`src/rtl/stopwatch_lap.sv`:
```
// BCD stopwatch (h:mm:ss.mmm) with split/lap capture, clocked on the falling edge of NEclk.
// Optional lap FIFO compiled in with `define STOPWATCH_LAP_FIFO_EN.
module stopwatch_lap #(
    parameter int unsigned TICK_DIV  = 50000,
    parameter int unsigned HR_MAX    = 9,
    parameter int unsigned LAP_DEPTH = 4
) (
    input  logic        NEclk,
    input  logic        Reset,
    input  logic        Start_Stop,
    input  logic        Lap,
    input  logic        Clear,
    output logic [31:0] disp,
    output logic        Running,
    output logic        Frozen,
    output logic        Overflow
`ifdef STOPWATCH_LAP_FIFO_EN
    ,
    input  logic        Lap_pop,
    output logic [31:0] Lap_data,
    output logic        Lap_empty,
    output logic        Lap_full
`endif
);

    localparam int unsigned PW = $clog2(TICK_DIV);
    localparam logic [PW-1:0] PRESC_LAST = PW'(TICK_DIV - 1);
    // Per-digit rollover limits, h in the top nibble.
    localparam logic [31:0] LIM = {4'(HR_MAX), 28'h5959999};

    typedef enum logic [1:0] {IDLE, RUN, PAUSED} state_t;

    state_t        state, state_nxt;
    logic [PW-1:0] presc, presc_nxt;
    logic [31:0]   live, live_nxt, live_inc;
    logic [31:0]   split, split_nxt;
    logic          frozen_nxt, ovf_nxt;
    logic          carry, at_max;
    logic          tick, clear_acc, cap, lap_rel;

    // BCD ripple increment; a carry out of the hours digit means the time is saturated.
    always_comb begin
        live_inc = live;
        carry    = 1'b1;
        for (int i = 0; i < 8; i++) begin
            if (carry) begin
                if (live[4*i +: 4] == LIM[4*i +: 4]) begin
                    live_inc[4*i +: 4] = 4'd0;
                end else begin
                    live_inc[4*i +: 4] = live[4*i +: 4] + 4'd1;
                    carry              = 1'b0;
                end
            end
        end
        at_max = carry;
    end

    assign tick      = (state == RUN) && (presc == PRESC_LAST);
    assign clear_acc = Clear && (state != RUN);
    assign cap       = (state == RUN) && Lap;
    assign lap_rel   = Lap && (state != RUN) && !clear_acc && !Start_Stop;

    always_comb begin
        state_nxt  = state;
        presc_nxt  = presc;
        live_nxt   = live;
        split_nxt  = split;
        frozen_nxt = Frozen;
        ovf_nxt    = Overflow;

        if (state == RUN) begin
            presc_nxt = tick ? '0 : presc + PW'(1);
        end
        if (tick) begin
            if (at_max) ovf_nxt  = 1'b1;
            else        live_nxt = live_inc;
        end

        if (clear_acc) begin
            state_nxt  = IDLE;
            presc_nxt  = '0;
            live_nxt   = '0;
            split_nxt  = '0;
            frozen_nxt = 1'b0;
            ovf_nxt    = 1'b0;
        end else begin
            if (Start_Stop) begin
                case (state)
                    IDLE:    state_nxt = RUN;
                    RUN:     state_nxt = PAUSED;
                    PAUSED:  state_nxt = RUN;
                    default: state_nxt = IDLE;
                endcase
            end
            // A split always shows the time as it stands after this edge's tick.
            if (cap) begin
                split_nxt  = live_nxt;
                frozen_nxt = 1'b1;
            end else if (lap_rel) begin
                frozen_nxt = 1'b0;
            end
        end
    end

    always_ff @(negedge NEclk or posedge Reset) begin
        if (Reset) begin
            state    <= IDLE;
            presc    <= '0;
            live     <= '0;
            split    <= '0;
            Frozen   <= 1'b0;
            Overflow <= 1'b0;
            Running  <= 1'b0;
            disp     <= '0;
        end else begin
            state    <= state_nxt;
            presc    <= presc_nxt;
            live     <= live_nxt;
            split    <= split_nxt;
            Frozen   <= frozen_nxt;
            Overflow <= ovf_nxt;
            Running  <= (state_nxt == RUN);
            disp     <= frozen_nxt ? split_nxt : live_nxt;
        end
    end

`ifdef STOPWATCH_LAP_FIFO_EN
    localparam int unsigned AW = $clog2(LAP_DEPTH);

    logic [31:0] mem [LAP_DEPTH];
    logic [AW:0] wr_ptr, rd_ptr;
    logic        push, pop;

    assign Lap_empty = (wr_ptr == rd_ptr);
    assign Lap_full  = (wr_ptr[AW] != rd_ptr[AW]) && (wr_ptr[AW-1:0] == rd_ptr[AW-1:0]);
    assign pop       = Lap_pop && !Lap_empty;
    assign push      = cap && (!Lap_full || pop);
    assign Lap_data  = Lap_empty ? '0 : mem[rd_ptr[AW-1:0]];

    always_ff @(negedge NEclk or posedge Reset) begin
        if (Reset) begin
            wr_ptr <= '0;
            rd_ptr <= '0;
        end else if (clear_acc) begin
            wr_ptr <= '0;
            rd_ptr <= '0;
        end else begin
            if (push) wr_ptr <= wr_ptr + (AW+1)'(1);
            if (pop)  rd_ptr <= rd_ptr + (AW+1)'(1);
        end
    end

    // Storage needs no reset: the head is masked to zero while the FIFO is empty.
    always_ff @(negedge NEclk) begin
        if (push && !clear_acc) mem[wr_ptr[AW-1:0]] <= split_nxt;
    end
`endif

endmodule
```
`config.mk`:
```
export PLATFORM = sky130hd
export DESIGN_NAME = stopwatch_lap
export DESIGN_NICKNAME = d
export VERILOG_FILES = /design/src/rtl/stopwatch_lap.sv
export SDC_FILE = /design/constraint.sdc
export NUM_CORES = 1
export LEC_CHECK = 0
export CORE_MARGIN = 1.5
export CORE_UTILIZATION = 42
export CTS_CLUSTER_DIAMETER = 150
export DETAILED_ROUTE_END_ITERATION = 12
export DONT_BUFFER_PORTS = 1
export PLACE_DENSITY_LB_ADDON = 0.15
export SYNTH_ARGS = -nofsm -noshare
export SYNTH_HDL_FRONTEND = slang
export SYNTH_SLANG_ARGS = --single-unit
```
`constraint.sdc`:
```
create_clock -name NEclk -period 11.4 [get_ports NEclk]
set_clock_uncertainty 0.2 [all_clocks]
set_input_delay 3.42 -clock NEclk [delete_from_list [all_inputs] [get_ports NEclk]]
set_output_delay 3.42 -clock NEclk [all_outputs]
set_load 0.1 [all_outputs]
```
==> results of run 1 <==
-- worst max-delay path: stages --
cell and delay [ns]:
sky130_fd_sc_hd__and2_1 0.13, sky130_fd_sc_hd__buf_4 0.24, sky130_fd_sc_hd__nor2_1 0.86, sky130_fd_sc_hd__a32oi_1 0.16
sky130_fd_sc_hd__and2_1 0.22, sky130_fd_sc_hd__a32oi_1 0.20
-- synth_stat cells, types with 3 or more instances --
| cell type | instances |
|---|---|
| sky130_fd_sc_hd__dfrtn_1 | 117 |
| sky130_fd_sc_hd__o21ai_0 | 70 |
| sky130_fd_sc_hd__nor2_1 | 68 |
| sky130_fd_sc_hd__nand2_1 | 50 |
| sky130_fd_sc_hd__a21oi_1 | 40 |
| sky130_fd_sc_hd__nand3_1 | 27 |
| sky130_fd_sc_hd__clkbuf_1 | 24 |
| sky130_fd_sc_hd__ha_1 | 17 |
| sky130_fd_sc_hd__inv_1 | 13 |
| sky130_fd_sc_hd__mux2i_1 | 11 |
| sky130_fd_sc_hd__nand3b_1 | 10 |
| sky130_fd_sc_hd__and3b_1 | 9 |
| sky130_fd_sc_hd__nor4_1 | 9 |
| sky130_fd_sc_hd__o31ai_1 | 9 |
| sky130_fd_sc_hd__buf_2 | 8 |
| sky130_fd_sc_hd__nand4_1 | 8 |
| sky130_fd_sc_hd__a31oi_1 | 7 |
| sky130_fd_sc_hd__and3_1 | 7 |
| sky130_fd_sc_hd__a211oi_1 | 5 |
| sky130_fd_sc_hd__mux2_2 | 5 |
| sky130_fd_sc_hd__nor3_1 | 5 |
| sky130_fd_sc_hd__a21o_1 | 4 |
| sky130_fd_sc_hd__nand2b_1 | 4 |
| sky130_fd_sc_hd__nor2b_1 | 4 |
| sky130_fd_sc_hd__o31a_1 | 4 |
| sky130_fd_sc_hd__xnor2_1 | 4 |
| sky130_fd_sc_hd__and2_1 | 3 |
| sky130_fd_sc_hd__nand4b_1 | 3 |
| sky130_fd_sc_hd__nor4_4 | 3 |
| sky130_fd_sc_hd__xor2_1 | 3 |
-- kinds of logic (layout without fill, tap and decap cells) --
| group | count (synthesis) | count (layout) | share of synthesized area (%) |
|---|---|---|---|
| and+or+nand+nor | 224 | 224 | 21.26 |
| AOI/OAI and AO/OA | 155 | 155 | 15.74 |
| DFF | 117 | 117 | 51.51 |
| buffers and inverters | 49 | 62 | 3.742 |
| adders and majority gates | 17 | 17 | 3.742 |
| muxes | 16 | 16 | 2.928 |
| xor gates and xnor gates | 7 | 7 | 1.079 |
-- per-stage QoR --
stage	worst slack (ns)	total power (uW)	std cells	hold WS [ns]
6_report	0.6704	1306	774	0.2221
2_1_floorplan	0.7567	742.7	585	0.2003
3_3_place_gp	0.4308	807.8	744	0.2128
4_1_cts	0.6659	1318	774	0.2276
5_1_grt	0.5999	1364	774	0.2509
3_5_place_dp	0.2901	812.5	744	0.2278
-- area by class of cell --
cell class / instances / area, um^2 / area share [%]
flip-flops and latches: 117 / 2928 / 45.39
multi-input cells: 419 / 2544 / 39.44
clock buffers: 26 / 509.2 / 7.895
well taps: 176 / 220.2 / 3.414
repair buffers: 18 / 147.6 / 2.289
inverters: 14 / 56.30 / 0.8729
clock inverters: 4 / 45.04 / 0.6984
-- per-layer routing --
metal	vias to the layer above	share of wire, %
met5	-	0
met4	0	2.4
met3	25	6.4
met2	126	44
met1	2192	48
li1	2093	-
-- sequential cells by signal, indices dropped and copies added, names as in the netlist --
register  cells
Frozen        1
live         32
split        32
Overflow      1
state         2
disp         32
presc        16
Running       1
-- power breakdown --
part | leakage (uW) | internal (uW) | switching, uW
clock network | 0.000276 | 325 | 175
registers | 0.00162 | 460 | 131
logic | 0.00102 | 56.0 | 160
total | 0.00291 | 840 | 466
-- worst max-delay path by stage --
stage                     slack (ns)        to      from  cells past startpoint
final                           0.67  disp[27]       Lap                      6
after global routing            0.60  disp[27]       Lap                      6
after CTS                       0.67  disp[30]  disp[30]                      0
after detailed placement        0.29  disp[27]       Lap                      6
after global placement          0.43  disp[27]       Lap                      6
after floorplan                 0.76    Frozen     Reset                      1
==> flow_summary.html, run 1 <==
<table>
<tr><th>Metric</th><th>Value</th></tr>
<tr><th colspan="2">Clock network</th></tr>
<tr><td>Number of hold buffers added after cts</td><td>0</td></tr>
<tr><td>Clock insertion delay at the later pin of the skew report</td><td>0.39 ns</td></tr>
<tr><td>Clock Pin Slew Worst Setup and Hold Paths</td><td>0.04 ns</td></tr>
<tr><td>TritonCTS clock tree</td><td>yes</td></tr>
<tr><td>Master cell of the clock root buffer</td><td>sky130_fd_sc_hd__clkbuf_16</td></tr>
<tr><td>Setup Fix Bufs, Post-CTS</td><td>0</td></tr>
<tr><td>Deepest level of the CTS H-tree</td><td>4</td></tr>
<tr><td>Number of buffers on the longest clock path</td><td>2</td></tr>
<tr><td>TritonCTS buffer count</td><td>17</td></tr>
<tr><td>Total number of clock tree sinks</td><td>117</td></tr>
<tr><td>Post-cts gate resize count</td><td>0</td></tr>
<tr><th colspan="2">Logic synthesis</th></tr>
<tr><td>Seq/Total Area, Yosys</td><td>51.51%</td></tr>
<tr><td>Distinct cell type count after synthesis</td><td>57</td></tr>
<tr><td>Number of flops mapped to enable cells by yosys</td><td>0</td></tr>
<tr><td>Post-Synthesis Cells</td><td>585</td></tr>
<tr><td>Primary FF master, synth</td><td>sky130_fd_sc_hd__dfrtn_1</td></tr>
<tr><td>Total nets after synthesis</td><td>607</td></tr>
<tr><td>Async set or reset register ratio after synthesis</td><td>100.0%</td></tr>
<tr><td>Summed instance area of the synthesized netlist</td><td>5684 um^2</td></tr>
<tr><td>Biggest area contributors in the synthesized netlist</td><td>sky130_fd_sc_hd__dfrtn_1 (52%), sky130_fd_sc_hd__o21ai_0 (6.2%), sky130_fd_sc_hd__nor2_1 (4.5%)</td></tr>
<tr><td>Post-synthesis average cell area</td><td>9.717 um^2</td></tr>
<tr><td>Cell type contributing the most total cell area after synthesis</td><td>sky130_fd_sc_hd__dfrtn_1</td></tr>
<tr><td>Yosys reg bits</td><td>117</td></tr>
<tr><td>Count of warnings emitted by yosys</td><td>0</td></tr>
<tr><td>Fraction of post-synthesis cell area in the top cell type by area</td><td>51.51%</td></tr>
<tr><th colspan="2">Detailed routing</th></tr>
<tr><td>Drt first pass iters</td><td>5</td></tr>
<tr><td>Routed wire length per instance</td><td>17.84 um</td></tr>
<tr><td>Count of routing violations after the opening detailed-route iteration</td><td>312</td></tr>
<tr><td>Number of nets with antenna violations after routing</td><td>0</td></tr>
<tr><td>Detailed-route wire length</td><td>13.81 mm</td></tr>
<tr><td>Via count</td><td>4,436</td></tr>
<tr><td># DRC</td><td>0</td></tr>
<tr><td>Vias per cell</td><td>5.731</td></tr>
<tr><th colspan="2">STA</th></tr>
<tr><td>Relative slew slack</td><td>21.06%</td></tr>
<tr><td>Number of hold-slack violations in the final timing report</td><td>0</td></tr>
<tr><td>Setup repair after global routing missed its margin</td><td>false</td></tr>
<tr><td>Slew Limit Fails</td><td>0</td></tr>
<tr><td>Actual slew at the worst max-slew pin</td><td>1.179 ns</td></tr>
<tr><td>Final setup violation count</td><td>0</td></tr>
<tr><td>Setup TNS</td><td>0 ns</td></tr>
<tr><th colspan="2">Die</th></tr>
<tr><td>Die width</td><td>119.3 um</td></tr>
<tr><td>Cell row count</td><td>42</td></tr>
<tr><td>Die Y</td><td>119.3 um</td></tr>
<tr><td>Die area</td><td>14,240 um^2</td></tr>
<tr><td>Core region area</td><td>13,240 um^2</td></tr>
<tr><td>Starting density of the core</td><td>42.92%</td></tr>
<tr><td>Total I/O pin count</td><td>40</td></tr>
<tr><th colspan="2">Global route</th></tr>
<tr><td>Vias in the first global route</td><td>4,401</td></tr>
<tr><td>Initial antenna violation count</td><td>0</td></tr>
<tr><td>Gr busiest metal</td><td>met2</td></tr>
<tr><td>First-pass GRT wire length</td><td>22.94 mm</td></tr>
<tr><td>Global routing met1 resource utilization</td><td>28.98%</td></tr>
<tr><td>Largest net degree at the start of global routing</td><td>62</td></tr>
<tr><td>Overall routing resource usage</td><td>20.79%</td></tr>
<tr><td>GRT met2 Usage</td><td>30.38%</td></tr>
<tr><td>GR Util met3</td><td>5.939%</td></tr>
<tr><td>Total overflow reported by the global router</td><td>0</td></tr>
<tr><th colspan="2">Setup path</th></tr>
<tr><td>Startpoint types</td><td>primary input</td></tr>
<tr><td>WP data arrival</td><td>5.22 ns</td></tr>
<tr><td>Worst path required time</td><td>5.89 ns</td></tr>
<tr><td>Crit Path Category</td><td>in -&gt; reg</td></tr>
<tr><td>R2r endpoint</td><td>disp[12]</td></tr>
<tr><td>Maximum fanout along the worst path</td><td>32</td></tr>
<tr><td>Worst setup EP type</td><td>register</td></tr>
<tr><td>Reg-to-Reg Start</td><td>live[0]</td></tr>
<tr><td>Number of cells traversed by the worst register-to-register path</td><td>7</td></tr>
<tr><td>Register-to-register path setup slack</td><td>7.97 ns</td></tr>
<tr><th colspan="2">Place</th></tr>
<tr><td>Routability-driven placement congestion ratio</td><td>0.8159</td></tr>
<tr><td>DP Area</td><td>5896 um^2</td></tr>
<tr><td>DP Wirelength</td><td>9.316 mm</td></tr>
<tr><td>Buffers added on ports</td><td>0</td></tr>
<tr><th colspan="2">Finish</th></tr>
<tr><td>Commonest cells after routing, fill and taps aside</td><td>sky130_fd_sc_hd__dfrtn_1 (117), sky130_fd_sc_hd__o21ai_0 (69), sky130_fd_sc_hd__nor2_1 (68)</td></tr>
<tr><td>Fillers</td><td>1,255</td></tr>
<tr><td>Antenna Diode Count</td><td>0</td></tr>
<tr><td>Non-Filler Cell Area, Final</td><td>6450 um^2</td></tr>
<tr><td>Commonest non-fill, non-tap cell in the layout</td><td>sky130_fd_sc_hd__dfrtn_1</td></tr>
<tr><td>Number of nets in the layout</td><td>609</td></tr>
<tr><td>Fraction of layout instances using a drive strength above 1</td><td>10.54%</td></tr>
<tr><td>Area growth from synthesis to layout</td><td>13.47%</td></tr>
<tr><td>Post-layout util</td><td>48.71%</td></tr>
<tr><th colspan="2">Pwr</th></tr>
<tr><td>Power Dens Cells</td><td>202.5 nW/um^2</td></tr>
<tr><td>Worst ir drop on vdd</td><td>0.1131 mV</td></tr>
<tr><td>LEAKAGE</td><td>0.002910 uW</td></tr>
<tr><th colspan="2">Hold path</th></tr>
<tr><td>Min-Delay Path Depth</td><td>2</td></tr>
<tr><td>Hold Crit Start</td><td>split[30]</td></tr>
<tr><td>Path type of the worst min-delay path</td><td>reg -&gt; reg</td></tr>
<tr><td>Hold path endpoint</td><td>split[30]</td></tr>
<tr><th colspan="2">Outcome</th></tr>
<tr><td>Status</td><td>complete, no violations</td></tr>
<tr><th colspan="2">Job</th></tr>
<tr><td>Max_cap viols</td><td>0</td></tr>
</table>
Note: power is estimated with default switching activity, not from simulation.
==> inputs of run 2 (changes only) <==
--- a/config.mk
+++ b/config.mk
@@ -6,7 +6,7 @@
 export NUM_CORES = 1
 export LEC_CHECK = 0
 export CORE_MARGIN = 1.5
-export CORE_UTILIZATION = 42
+export CORE_UTILIZATION = 53
 export CTS_CLUSTER_DIAMETER = 150
 export DETAILED_ROUTE_END_ITERATION = 12
 export DONT_BUFFER_PORTS = 1
==> flow_summary.html, run 2 (synthesis gave the netlist of run 1 again) <==
<table>
<tr><th>Metric</th><th>Value</th></tr>
<tr><th colspan="2">Pwr</th></tr>
<tr><td>Power Dens Cells</td><td>209.8 nW/um^2</td></tr>
<tr><td>LEAKAGE</td><td>0.002919 uW</td></tr>
<tr><td>Worst ir drop on vdd</td><td>0.1771 mV</td></tr>
<tr><th colspan="2">Finish</th></tr>
<tr><td>Area growth from synthesis to layout</td><td>12.94%</td></tr>
<tr><td>Antenna Diode Count</td><td>0</td></tr>
<tr><td>Commonest cells after routing, fill and taps aside</td><td>sky130_fd_sc_hd__dfrtn_1 (117), sky130_fd_sc_hd__o21ai_0 (69), sky130_fd_sc_hd__nor2_1 (68)</td></tr>
<tr><td>Number of nets in the layout</td><td>605</td></tr>
<tr><td>Fraction of layout instances using a drive strength above 1</td><td>10.57%</td></tr>
<tr><td>Finished Layout Cells</td><td>732</td></tr>
<tr><td>Commonest non-fill, non-tap cell in the layout</td><td>sky130_fd_sc_hd__dfrtn_1</td></tr>
<tr><td>Registers with the highest flip-flop counts</td><td>disp (32), live (32), split (32)</td></tr>
<tr><th colspan="2">Job</th></tr>
<tr><td>Max_cap viols</td><td>0</td></tr>
<tr><th colspan="2">Place</th></tr>
<tr><td>Buffers added on ports</td><td>0</td></tr>
<tr><td>Routability-driven placement congestion ratio</td><td>0.8557</td></tr>
<tr><td>Count of placed standard cells including taps</td><td>700</td></tr>
<tr><td>DP Wirelength</td><td>8.431 mm</td></tr>
<tr><th colspan="2">STA</th></tr>
<tr><td>Actual slew at the worst max-slew pin</td><td>1.241 ns</td></tr>
<tr><td>Slew Limit Fails</td><td>0</td></tr>
<tr><td>Setup repair after global routing missed its margin</td><td>false</td></tr>
<tr><td>Final setup violation count</td><td>0</td></tr>
<tr><td>Relative slew slack</td><td>16.99%</td></tr>
<tr><td>Setup TNS</td><td>0 ns</td></tr>
<tr><td>Number of hold-slack violations in the final timing report</td><td>0</td></tr>
<tr><th colspan="2">Clock network</th></tr>
<tr><td>Number of hold buffers added after cts</td><td>0</td></tr>
<tr><td>Total number of clock tree sinks</td><td>117</td></tr>
<tr><td>TritonCTS clock tree</td><td>yes</td></tr>
<tr><td>Clock Pin Slew Worst Setup and Hold Paths</td><td>0.04 ns</td></tr>
<tr><td>TritonCTS buffer count</td><td>17</td></tr>
<tr><td>Deepest level of the CTS H-tree</td><td>4</td></tr>
<tr><td>Number of buffers on the longest clock path</td><td>2</td></tr>
<tr><td>Post-cts gate resize count</td><td>0</td></tr>
<tr><td>Clock insertion delay at the later pin of the skew report</td><td>0.46 ns</td></tr>
<tr><td>Master cell of the clock root buffer</td><td>sky130_fd_sc_hd__clkbuf_8</td></tr>
<tr><td>Setup Fix Bufs, Post-CTS</td><td>0</td></tr>
<tr><th colspan="2">Die</th></tr>
<tr><td>Die Y</td><td>106.6 um</td></tr>
<tr><td>Total I/O pin count</td><td>40</td></tr>
<tr><td>Die width</td><td>106.6 um</td></tr>
<tr><td>Core region area</td><td>10,370 um^2</td></tr>
<tr><td>Die area</td><td>11,360 um^2</td></tr>
<tr><td>Cell row count</td><td>37</td></tr>
<tr><td>Starting density of the core</td><td>54.81%</td></tr>
<tr><th colspan="2">Hold path</th></tr>
<tr><td>Path type of the worst min-delay path</td><td>reg -&gt; reg</td></tr>
<tr><th colspan="2">Setup path</th></tr>
<tr><td>Worst path required time</td><td>7.78 ns</td></tr>
<tr><td>Maximum fanout along the worst path</td><td>1</td></tr>
<tr><td>Startpoint types</td><td>register</td></tr>
<tr><td>Worst setup EP type</td><td>output pin</td></tr>
<tr><td>Crit Path Category</td><td>reg -&gt; out</td></tr>
<tr><td>WP data arrival</td><td>7.18 ns</td></tr>
<tr><th colspan="2">Global route</th></tr>
<tr><td>Initial antenna violation count</td><td>0</td></tr>
<tr><td>Overall routing resource usage</td><td>25.58%</td></tr>
<tr><td>Vias in the first global route</td><td>4,421</td></tr>
<tr><td>Total overflow reported by the global router</td><td>0</td></tr>
<tr><td>Largest net degree at the start of global routing</td><td>118</td></tr>
<tr><td>First-pass GRT wire length</td><td>22.40 mm</td></tr>
<tr><th colspan="2">Detailed routing</th></tr>
<tr><td>Detailed-route wire length</td><td>13.06 mm</td></tr>
<tr><td># DRC</td><td>0</td></tr>
<tr><td>Drt first pass iters</td><td>5</td></tr>
<tr><td>Via count</td><td>4,434</td></tr>
<tr><td>Routed wire length per instance</td><td>17.83 um</td></tr>
<tr><td>Count of routing violations after the opening detailed-route iteration</td><td>426</td></tr>
<tr><td>Number of nets with antenna violations after routing</td><td>0</td></tr>
<tr><td>Vias per cell</td><td>6.057</td></tr>
<tr><th colspan="2">Outcome</th></tr>
<tr><td>Status</td><td>complete, no violations</td></tr>
</table>
run 2: final cells by class:
cell class,instances,area [um^2]
Multi-Input combinational cell,419,2544
Clock buffer,21,449.2
Inverter,14,56.30
Sequential cell,117,2928
Tap cell,136,170.2
Timing Repair Buffer,14,117.6
Clock inverter,11,155.1
Fill cell,854,3950
run 2: layer usage:
layer  global-route usage, %  wire length [um]  up-vias
met2                   36.36              5842      135
li1                        -                 -     2085
met3                   7.664               898       20
met5                       0                 0        -
met4                   11.33               192        0
met1                   36.13              6121     2194
run 2: worst paths after layout:
kind | slack [ns] | cells after the start | startpoint | endpoint
setup reg to reg | 7.97 | 7 | live[0] | disp[4]
hold reg to reg | 0.23 | 2 | split[13] | disp[13]
hold / removal | 0.23 | 2 | split[13] | disp[13]
setup / recovery | 0.60 | 0 | disp[4] | disp[4]
min in group asynchronous | 8.35 | 2 | Reset | disp[1]
max in group asynchronous | 2.08 | 2 | Reset | disp[23]
run 2: per-stage QoR:
step / total power [uW] / utilization (%) / hold WS [ns] / area, um^2 / setup slack [ns]
floorplan: 742.7 / - / 0.2003 / 5688 / 0.7567
global placement: 801.5 / 56.08 / 0.2158 / 5816 / 0.4122
CTS: 1358 / 61.91 / 0.2309 / 6420 / 0.5743
global route: 1405 / 61.91 / 0.2576 / 6420 / 0.5837
finish: 1347 / 61.91 / 0.2259 / 6420 / 0.5986
detailed placement: 804.8 / 56.08 / 0.2308 / 5816 / 0.3277
run 2: power by group:
part / leakage [uW] / switching (uW) / total [uW] / internal, uW
Sequential: 0.00162 / 131 / 590 / 459
Combinational: 0.000997 / 159 / 211 / 51.9
Clock: 0.000305 / 183 / 546 / 363
Total: 0.00292 / 472 / 1350 / 875
